<file path="src/rtl/macpu_decode_pkg.sv">
// Shared decode definitions for the multi-word instruction decoder:
// opcode constants, per-opcode argument/write-back lookup, FSM states.
package macpu_decode_pkg;

    localparam logic [63:0] OP_NOP    = 64'h0000;
    localparam logic [63:0] OP_LOAD   = 64'h0001;
    localparam logic [63:0] OP_MOV_RR = 64'h0002;
    localparam logic [63:0] OP_MOV_RA = 64'h0003;
    localparam logic [63:0] OP_ADD    = 64'h0004;
    localparam logic [63:0] OP_JMP    = 64'h0005;
    localparam logic [63:0] OP_ADD3   = 64'h0006;

    typedef enum logic {
        ST_OPCODE = 1'b0,
        ST_ARGS   = 1'b1
    } dec_state_e;

    typedef struct packed {
        logic [7:0] nargs;
        logic       wb;
        logic       illegal;
    } op_info_t;

    // Opcodes are zero-extended to 64 bits so the compare covers the full word
    function automatic op_info_t op_lookup(input logic [63:0] op);
        op_info_t r;
        r = '{nargs: 8'd0, wb: 1'b0, illegal: 1'b0};
        case (op)
            OP_NOP:    r.nargs = 8'd0;
            OP_LOAD:   r.nargs = 8'd2;
            OP_MOV_RR: r.nargs = 8'd2;
            OP_MOV_RA: begin
                r.nargs = 8'd2;
                r.wb    = 1'b1;
            end
            OP_ADD:    r.nargs = 8'd2;
            OP_JMP:    r.nargs = 8'd1;
            OP_ADD3:   r.nargs = 8'd3;
            default:   r.illegal = 1'b1;
        endcase
        return r;
    endfunction

endpackage

</file>
<file path="src/rtl/uop_fifo.sv">
// Decoded-uop queue: registered storage, head read from the array,
// synchronous clear that takes priority over push/pop.
module uop_fifo #(
    parameter int W     = 8,
    parameter int DEPTH = 4
) (
    input  logic                     clk,
    input  logic                     n_rst,
    input  logic                     clr,
    input  logic                     push,
    input  logic [W-1:0]             din,
    input  logic                     pop,
    output logic [W-1:0]             dout,
    output logic [$clog2(DEPTH):0]   count
);

    localparam int AW = $clog2(DEPTH);

    logic [W-1:0]  mem [DEPTH];
    logic [AW-1:0] wr_q;
    logic [AW-1:0] rd_q;
    logic [AW:0]   cnt_q;
    logic          do_push;
    logic          do_pop;

    assign do_pop  = pop && (cnt_q != '0);
    assign do_push = push && ((cnt_q != (AW+1)'(DEPTH)) || do_pop);
    assign dout    = mem[rd_q];
    assign count   = cnt_q;

    always_ff @(posedge clk or negedge n_rst) begin
        if (!n_rst) begin
            wr_q  <= '0;
            rd_q  <= '0;
            cnt_q <= '0;
            for (int i = 0; i < DEPTH; i++) mem[i] <= '0;
        end else if (clr) begin
            wr_q  <= '0;
            rd_q  <= '0;
            cnt_q <= '0;
        end else begin
            if (do_push) begin
                mem[wr_q] <= din;
                wr_q      <= wr_q + AW'(1);
            end
            if (do_pop) rd_q <= rd_q + AW'(1);
            if (do_push && !do_pop) cnt_q <= cnt_q + (AW+1)'(1);
            else if (do_pop && !do_push) cnt_q <= cnt_q - (AW+1)'(1);
        end
    end

endmodule

</file>
<file path="src/rtl/multi_arg_decoder.sv">
// Assembles opcode + argument words into uops, queues them, and
// raises a one-cycle PC redirect when a JMP completes.
module multi_arg_decoder
    import macpu_decode_pkg::*;
#(
    parameter int DATA_W     = 16,
    parameter int MAX_ARGS   = 3,
    parameter int FIFO_DEPTH = 4
) (
    input  logic                          clk,
    input  logic                          n_rst,
    input  logic                          in_valid,
    output logic                          in_ready,
    input  logic [DATA_W-1:0]             in_data,
    input  logic                          lock,
    input  logic                          flush,
    output logic                          uop_valid,
    input  logic                          uop_ready,
    output logic [DATA_W-1:0]             uop_opcode,
    output logic [MAX_ARGS*DATA_W-1:0]    uop_args,
    output logic [$clog2(MAX_ARGS+1)-1:0] uop_nargs,
    output logic                          uop_wb,
    output logic                          uop_illegal,
    output logic                          pc_load,
    output logic [DATA_W-1:0]             pc_target,
    output logic                          busy
);

    localparam int NW = $clog2(MAX_ARGS+1);
    localparam int AW = $clog2(FIFO_DEPTH);
    localparam int UW = DATA_W + MAX_ARGS*DATA_W + NW + 2;

    dec_state_e           state_q, state_n;
    logic [NW-1:0]        cnt_q, cnt_n;
    logic [DATA_W-1:0]    op_q, op_n;
    logic [NW-1:0]        nargs_q, nargs_n;
    logic                 wb_q, wb_n;
    logic [DATA_W-1:0]    args_q [MAX_ARGS];
    logic [DATA_W-1:0]    args_n [MAX_ARGS];
    logic [MAX_ARGS*DATA_W-1:0] args_flat;
    logic                 pc_load_q, pc_load_n;
    logic [DATA_W-1:0]    pc_tgt_q, pc_tgt_n;
    logic                 rdy_en_q;
    logic                 push, ill, accept;
    logic [UW-1:0]        push_data, head;
    logic [AW:0]          fcount;
    op_info_t             info;

    assign info     = op_lookup(64'(in_data));
    assign in_ready = rdy_en_q && !lock && !flush &&
                      (fcount < (AW+1)'(FIFO_DEPTH));
    assign accept   = in_valid && in_ready;

    always_comb begin
        state_n   = state_q;
        cnt_n     = cnt_q;
        op_n      = op_q;
        nargs_n   = nargs_q;
        wb_n      = wb_q;
        args_n    = args_q;
        push      = 1'b0;
        ill       = 1'b0;
        pc_load_n = 1'b0;
        pc_tgt_n  = pc_tgt_q;
        if (flush) begin
            state_n = ST_OPCODE;
            cnt_n   = '0;
        end else if (accept) begin
            unique case (state_q)
                ST_OPCODE: begin
                    op_n    = in_data;
                    nargs_n = info.nargs[NW-1:0];
                    wb_n    = info.wb;
                    cnt_n   = '0;
                    for (int i = 0; i < MAX_ARGS; i++) args_n[i] = '0;
                    if (info.nargs == 8'd0) begin
                        push = 1'b1;
                        ill  = info.illegal;
                    end else begin
                        state_n = ST_ARGS;
                    end
                end
                ST_ARGS: begin
                    for (int i = 0; i < MAX_ARGS; i++)
                        if (cnt_q == NW'(i)) args_n[i] = in_data;
                    if (cnt_q == nargs_q - NW'(1)) begin
                        push    = 1'b1;
                        state_n = ST_OPCODE;
                        cnt_n   = '0;
                        if (64'(op_q) == OP_JMP) begin
                            pc_load_n = 1'b1;
                            pc_tgt_n  = in_data;
                        end
                    end else begin
                        cnt_n = cnt_q + NW'(1);
                    end
                end
            endcase
        end
    end

    always_comb begin
        args_flat = '0;
        for (int i = 0; i < MAX_ARGS; i++)
            args_flat[i*DATA_W +: DATA_W] = args_n[i];
    end

    assign push_data = {op_n, args_flat, nargs_n, wb_n, ill};

    always_ff @(posedge clk or negedge n_rst) begin
        if (!n_rst) begin
            state_q   <= ST_OPCODE;
            cnt_q     <= '0;
            op_q      <= '0;
            nargs_q   <= '0;
            wb_q      <= 1'b0;
            pc_load_q <= 1'b0;
            pc_tgt_q  <= '0;
            rdy_en_q  <= 1'b0;
            for (int i = 0; i < MAX_ARGS; i++) args_q[i] <= '0;
        end else begin
            state_q   <= state_n;
            cnt_q     <= cnt_n;
            op_q      <= op_n;
            nargs_q   <= nargs_n;
            wb_q      <= wb_n;
            pc_load_q <= pc_load_n;
            pc_tgt_q  <= pc_tgt_n;
            rdy_en_q  <= 1'b1;
            args_q    <= args_n;
        end
    end

    uop_fifo #(
        .W     (UW),
        .DEPTH (FIFO_DEPTH)
    ) u_fifo (
        .clk   (clk),
        .n_rst (n_rst),
        .clr   (flush),
        .push  (push),
        .din   (push_data),
        .pop   (uop_ready),
        .dout  (head),
        .count (fcount)
    );

    assign {uop_opcode, uop_args, uop_nargs, uop_wb, uop_illegal} = head;
    assign uop_valid = (fcount != '0);
    assign busy      = (state_q == ST_ARGS) || (fcount != '0);
    // lock masks the redirect pulse rather than delaying it
    assign pc_load   = pc_load_q && !lock;
    assign pc_target = pc_tgt_q;

endmodule

</file>
<file path="config.mk">
export PLATFORM = sky130hd
export DESIGN_NAME = multi_arg_decoder
export DESIGN_NICKNAME = d
export VERILOG_FILES = /design/src/rtl/macpu_decode_pkg.sv /design/src/rtl/uop_fifo.sv /design/src/rtl/multi_arg_decoder.sv
export SDC_FILE = /design/constraint.sdc
export NUM_CORES = 1
export LEC_CHECK = 0
export BUFFER_PORTS_ARGS = -buffer_cell sky130_fd_sc_hd__buf_2
export CELL_PAD_IN_SITES_DETAIL_PLACEMENT = 1
export CELL_PAD_IN_SITES_GLOBAL_PLACEMENT = 1
export CORE_MARGIN = 8
export CORE_UTILIZATION = 57
export CTS_BUF_LIST = sky130_fd_sc_hd__clkbuf_8
export DETAILED_ROUTE_END_ITERATION = 16
export PLACE_DENSITY = 0.95
export REMOVE_ABC_BUFFERS = 1
export SYNTH_ARGS = -nofsm -noshare
export SYNTH_HDL_FRONTEND = slang
export SYNTH_SLANG_ARGS = --single-unit
</file>
<file path="constraint.sdc">
create_clock -name clk -period 5.2 [get_ports clk]
set_input_delay 0.52 -clock clk [delete_from_list [all_inputs] [get_ports clk]]
set_output_delay 0.52 -clock clk [all_outputs]
set_load 0.05 [all_outputs]
</file>
==> flow_results.xml <==
<?xml version="1.0" encoding="UTF-8"?>
<metrics>
  <group name="run_status">
    <metric name="outcome" unit="">complete, but fails checks</metric>
    <metric name="violations" unit="">negative hold slack</metric>
  </group>
  <group name="global_routing">
    <metric name="number_of_global_route_vias_before_repair" unit="">11900</metric>
    <metric name="grt_max_degree" unit="">147</metric>
    <metric name="overflow" unit="">0</metric>
    <metric name="first_pass_grt_wire_length" unit="um">75500</metric>
    <metric name="number_of_antenna_violations_at_the_first_check_in_global_routing" unit="">4</metric>
    <metric name="grt_util_all_layers" unit="%">29.3</metric>
  </group>
  <group name="clock_tree">
    <metric name="clock_sink_count" unit="">367</metric>
    <metric name="post_cts_buffers" unit="">0</metric>
    <metric name="ctsRootBufferMaster" unit="">sky130_fd_sc_hd__clkbuf_8</metric>
    <metric name="htree_levels" unit="">2</metric>
    <metric name="clk-insertion-delay-late" unit="ps">650</metric>
    <metric name="cts.clk_slew.worst_paths" unit="ps">70</metric>
    <metric name="cts-resized-gates" unit="">0</metric>
    <metric name="cts_hold_repair.buffers" unit="">0</metric>
    <metric name="buffer_depth_of_the_longest_clock_path" unit="">3</metric>
    <metric name="tritoncts.num_buffers" unit="">59</metric>
    <metric name="clock_tree_from_tritoncts" unit="">built</metric>
  </group>
  <group name="final_layout">
    <metric name="area_growth" unit="%">12.8</metric>
    <metric name="stdcell_area" unit="sq um">18300</metric>
    <metric name="design.final.nets" unit="">1165</metric>
    <metric name="post_route_cells_drive_above_1_share" unit="%">43.1</metric>
  </group>
  <group name="sta">
    <metric name="timing.hold.ws" unit="ps">-54.4</metric>
    <metric name="rsz0062_at_grt" unit="">false</metric>
    <metric name="highest_clock_rate" unit="MHz">265</metric>
    <metric name="finalCritPeriodShare" unit="%">72.5</metric>
    <metric name="skew" unit="ps">41.4</metric>
    <metric name="slew_viol_final" unit="">0</metric>
    <metric name="fin_setup_tns" unit="ps">0</metric>
    <metric name="setup_viol_count_final" unit="">0</metric>
    <metric name="post-route-min-period" unit="ps">3770</metric>
    <metric name="hold_viol" unit="">15</metric>
    <metric name="tightestPinTransition" unit="ps">1100</metric>
    <metric name="worst_slew_margin_rel" unit="%">26.8</metric>
  </group>
  <group name="worst_setup_path">
    <metric name="path_class" unit="">flop to flop</metric>
    <metric name="worst-path-max-fanout" unit="">39</metric>
    <metric name="setup.reg_to_reg.worst_slack" unit="ps">1430</metric>
    <metric name="worstPathArrival" unit="ps">4270</metric>
    <metric name="worstRegToRegCells" unit="">6</metric>
    <metric name="reg2reg_from" unit="">u_fifo.count[2]</metric>
    <metric name="worst_ep_required_time" unit="ps">5690</metric>
    <metric name="reg2reg_to" unit="">u_fifo.mem[42]</metric>
    <metric name="timing.critical_path.to_type" unit="">flop</metric>
    <metric name="kind_of_start_point_of_the_critical_path" unit="">flop</metric>
  </group>
  <group name="route">
    <metric name="vias_per_cell" unit="">6.58</metric>
    <metric name="ant_nets" unit="">0</metric>
    <metric name="drcViolationCount" unit="">0</metric>
    <metric name="first_iter_violations" unit="">911</metric>
    <metric name="via_count_of_the_routed_design" unit="">10300</metric>
    <metric name="drt_first_pass_iters" unit="">6</metric>
    <metric name="wirelength" unit="um">48300</metric>
    <metric name="wire_per_inst" unit="um">30.9</metric>
  </group>
  <group name="logic_synthesis">
    <metric name="syn-instance-count" unit="">1025</metric>
    <metric name="syn_area_per_cell" unit="sq um">15.8</metric>
    <metric name="synth.yosys.warnings" unit="">0</metric>
    <metric name="post_synth_edffs" unit="">0</metric>
    <metric name="post_synth_instance_area" unit="sq um">16200</metric>
    <metric name="postSynth.asyncResetShare" unit="%">100</metric>
    <metric name="synth_seq_cells" unit="">367</metric>
    <metric name="dominantRegCellSynth" unit="">sky130_fd_sc_hd__dfrtp_1</metric>
    <metric name="sequential_element_share_of_the_synthesized_area" unit="%">56.8</metric>
    <metric name="cell_variety_after_synth" unit="">47</metric>
  </group>
  <group name="placed_design">
    <metric name="gp_congestion" unit="">0.851</metric>
    <metric name="place_hpwl" unit="um">27000</metric>
    <metric name="placed_standard_cell_area" unit="sq um">16900</metric>
    <metric name="port-buffer-count" unit="">109</metric>
  </group>
  <group name="pwr">
    <metric name="p_leak" unit="nW">9.09</metric>
    <metric name="vdd.ir_drop.worst" unit="mV">0.314</metric>
    <metric name="pwr_density_cell" unit="nW/um^2">401</metric>
  </group>
  <group name="die">
    <metric name="initial_utilization" unit="%">58.1</metric>
    <metric name="core" unit="sq um">27900</metric>
    <metric name="die_area" unit="sq um">34000</metric>
    <metric name="i_o_pin_total" unit="">110</metric>
    <metric name="std_cell_rows" unit="">61</metric>
    <metric name="die_x" unit="um">184</metric>
    <metric name="fp.dieH" unit="um">184</metric>
  </group>
  <group name="flow_run">
    <metric name="cap_violations" unit="">0</metric>
  </group>
  <group name="worst_hold_path">
    <metric name="hp_class" unit="">input port to asynchronous set/reset pin</metric>
  </group>
</metrics>
[cell type report]
cell class | instances | area, sq um
multi-input cells | 571 | 6510
well taps | 378 | 473
flip-flops and latches | 367 | 9190
clock buffers | 76 | 1050
inverters | 14 | 52.6
fillers | 2522 | 9610
diodes | 1 | 2.50
repair buffers | 122 | 703
clock inverters | 35 | 277
[cell usage after synthesis (all sizes together) (2+ instances only)]
master	instances	area (sq um)
a211oi	2	15.0
mux2	302	3400
a21oi	5	25.0
buf	41	317
xor2	2	17.5
dfrtp	367	9180
or3	2	12.5
mux4	68	1530
nor4	5	31.3
inv	14	52.6
nand3	6	30.0
and2	2	12.5
clkbuf	32	120
ha	7	87.6
a21o	2	15.0
nor3	5	25.0
nand3b	3	26.3
a22o	96	841
a21boi	4	75.1
nand2	17	71.3
xnor2	2	17.5
and3	5	31.3
o21ai	7	35.0
nor2	13	56.3
[registers in the layout, indices dropped and copies added (netlist names), 2 cells and up]
name / cells
args_q: 48
u_fifo.count: 3
u_fifo.mem: 272
u_fifo.rd_q: 2
op_q: 16
pc_target: 16
u_fifo.wr_q: 2
cnt_q: 2
nargs_q: 2
[critical path, cell delays in order, from the launching register on]
cell and delay [ps]:
sky130_fd_sc_hd__dfrtp_1 460, sky130_fd_sc_hd__nor4b_4 510, sky130_fd_sc_hd__nand3b_2 600, sky130_fd_sc_hd__a21o_1 530, sky130_fd_sc_hd__a21boi_4 430, sky130_fd_sc_hd__buf_4 590
sky130_fd_sc_hd__mux2_2 430
[kinds of logic (layout without fill, tap and decap cells)]
| group | count (synthesis) | count (layout) | synth area share, % |
|---|---|---|---|
| AND/OR/NAND/NOR | 65 | 65 | 2.25 |
| multiplexers | 371 | 371 | 30.5 |
| flip-flops | 367 | 367 | 56.8 |
| other | 1 | 2 | 0.0232 |
| buffers and inverters | 87 | 247 | 3.02 |
| adder cells (fa/ha/maj) | 8 | 8 | 0.665 |
| AO/OA/AOI/OAI | 122 | 122 | 6.50 |
| XOR/XNOR | 4 | 4 | 0.217 |
[routing by layer]
layer	vias up	track usage, %	wire length [um]
li1	4085	-	-
met1	5527	36.4	18500
met2	518	48.1	24500
met3	152	6.42	3180
met4	6	14.7	2020
met5	-	0	42
[metrics by stage]
stage	power (mW)	utilization [%]	worst slack [ps]	hold slack [ps]	instances
finish	7.31	65.5	1430	-54.4	1564
global route	7.55	65.5	1290	48.4	1563
CTS	7.33	65.5	1470	21.9	1563
detailed placement	4.54	60.8	1360	475	1452
global placement	4.46	60.8	1550	461	1452
floorplan	4.10	-	1120	224	952
[power by group]
group	switching, mW	total (mW)	leakage, nW	internal (mW)
Combinational	0.886	1.32	3.29	0.430
Sequential	0.186	3.23	5.04	3.04
Clock	1.25	2.77	0.760	1.52
Total	2.32	7.31	9.09	4.99
[cells in the final DEF (no fill, tap or decap), types with 4 or more instances in the layout]
master and n:
sky130_fd_sc_hd__a21boi_4 4, sky130_fd_sc_hd__a21oi_1 5, sky130_fd_sc_hd__a22o_1 96, sky130_fd_sc_hd__and3_1 5, sky130_fd_sc_hd__buf_12 4, sky130_fd_sc_hd__buf_2 108
sky130_fd_sc_hd__buf_4 9, sky130_fd_sc_hd__bufinv_16 4, sky130_fd_sc_hd__clkbuf_8 76, sky130_fd_sc_hd__clkinv_2 8, sky130_fd_sc_hd__dfrtp_1 364, sky130_fd_sc_hd__ha_1 7
sky130_fd_sc_hd__inv_1 34, sky130_fd_sc_hd__mux2_1 85, sky130_fd_sc_hd__mux2_2 217, sky130_fd_sc_hd__mux4_2 68, sky130_fd_sc_hd__nand2_1 15, sky130_fd_sc_hd__nand3_1 6
sky130_fd_sc_hd__nor2_1 12, sky130_fd_sc_hd__nor3_1 5, sky130_fd_sc_hd__nor4_1 5, sky130_fd_sc_hd__o21ai_0 7
[worst max path at each step]
stage	startpoint	end	slack, ps	depth (start not counted)
4_1_cts	u_fifo.count[2]	u_fifo.mem[42]	1470	6
3_5_place_dp	flush	u_fifo.mem[30]	1360	7
3_3_place_gp	flush	u_fifo.mem[30]	1550	7
5_1_grt	u_fifo.count[2]	u_fifo.mem[42]	1290	6
2_1_floorplan	u_fifo.rd_q[0]	uop_args[0]	1120	1
6_report	u_fifo.count[2]	u_fifo.mem[42]	1430	6
No activity file was read; power rests on OpenSTA's default activity.
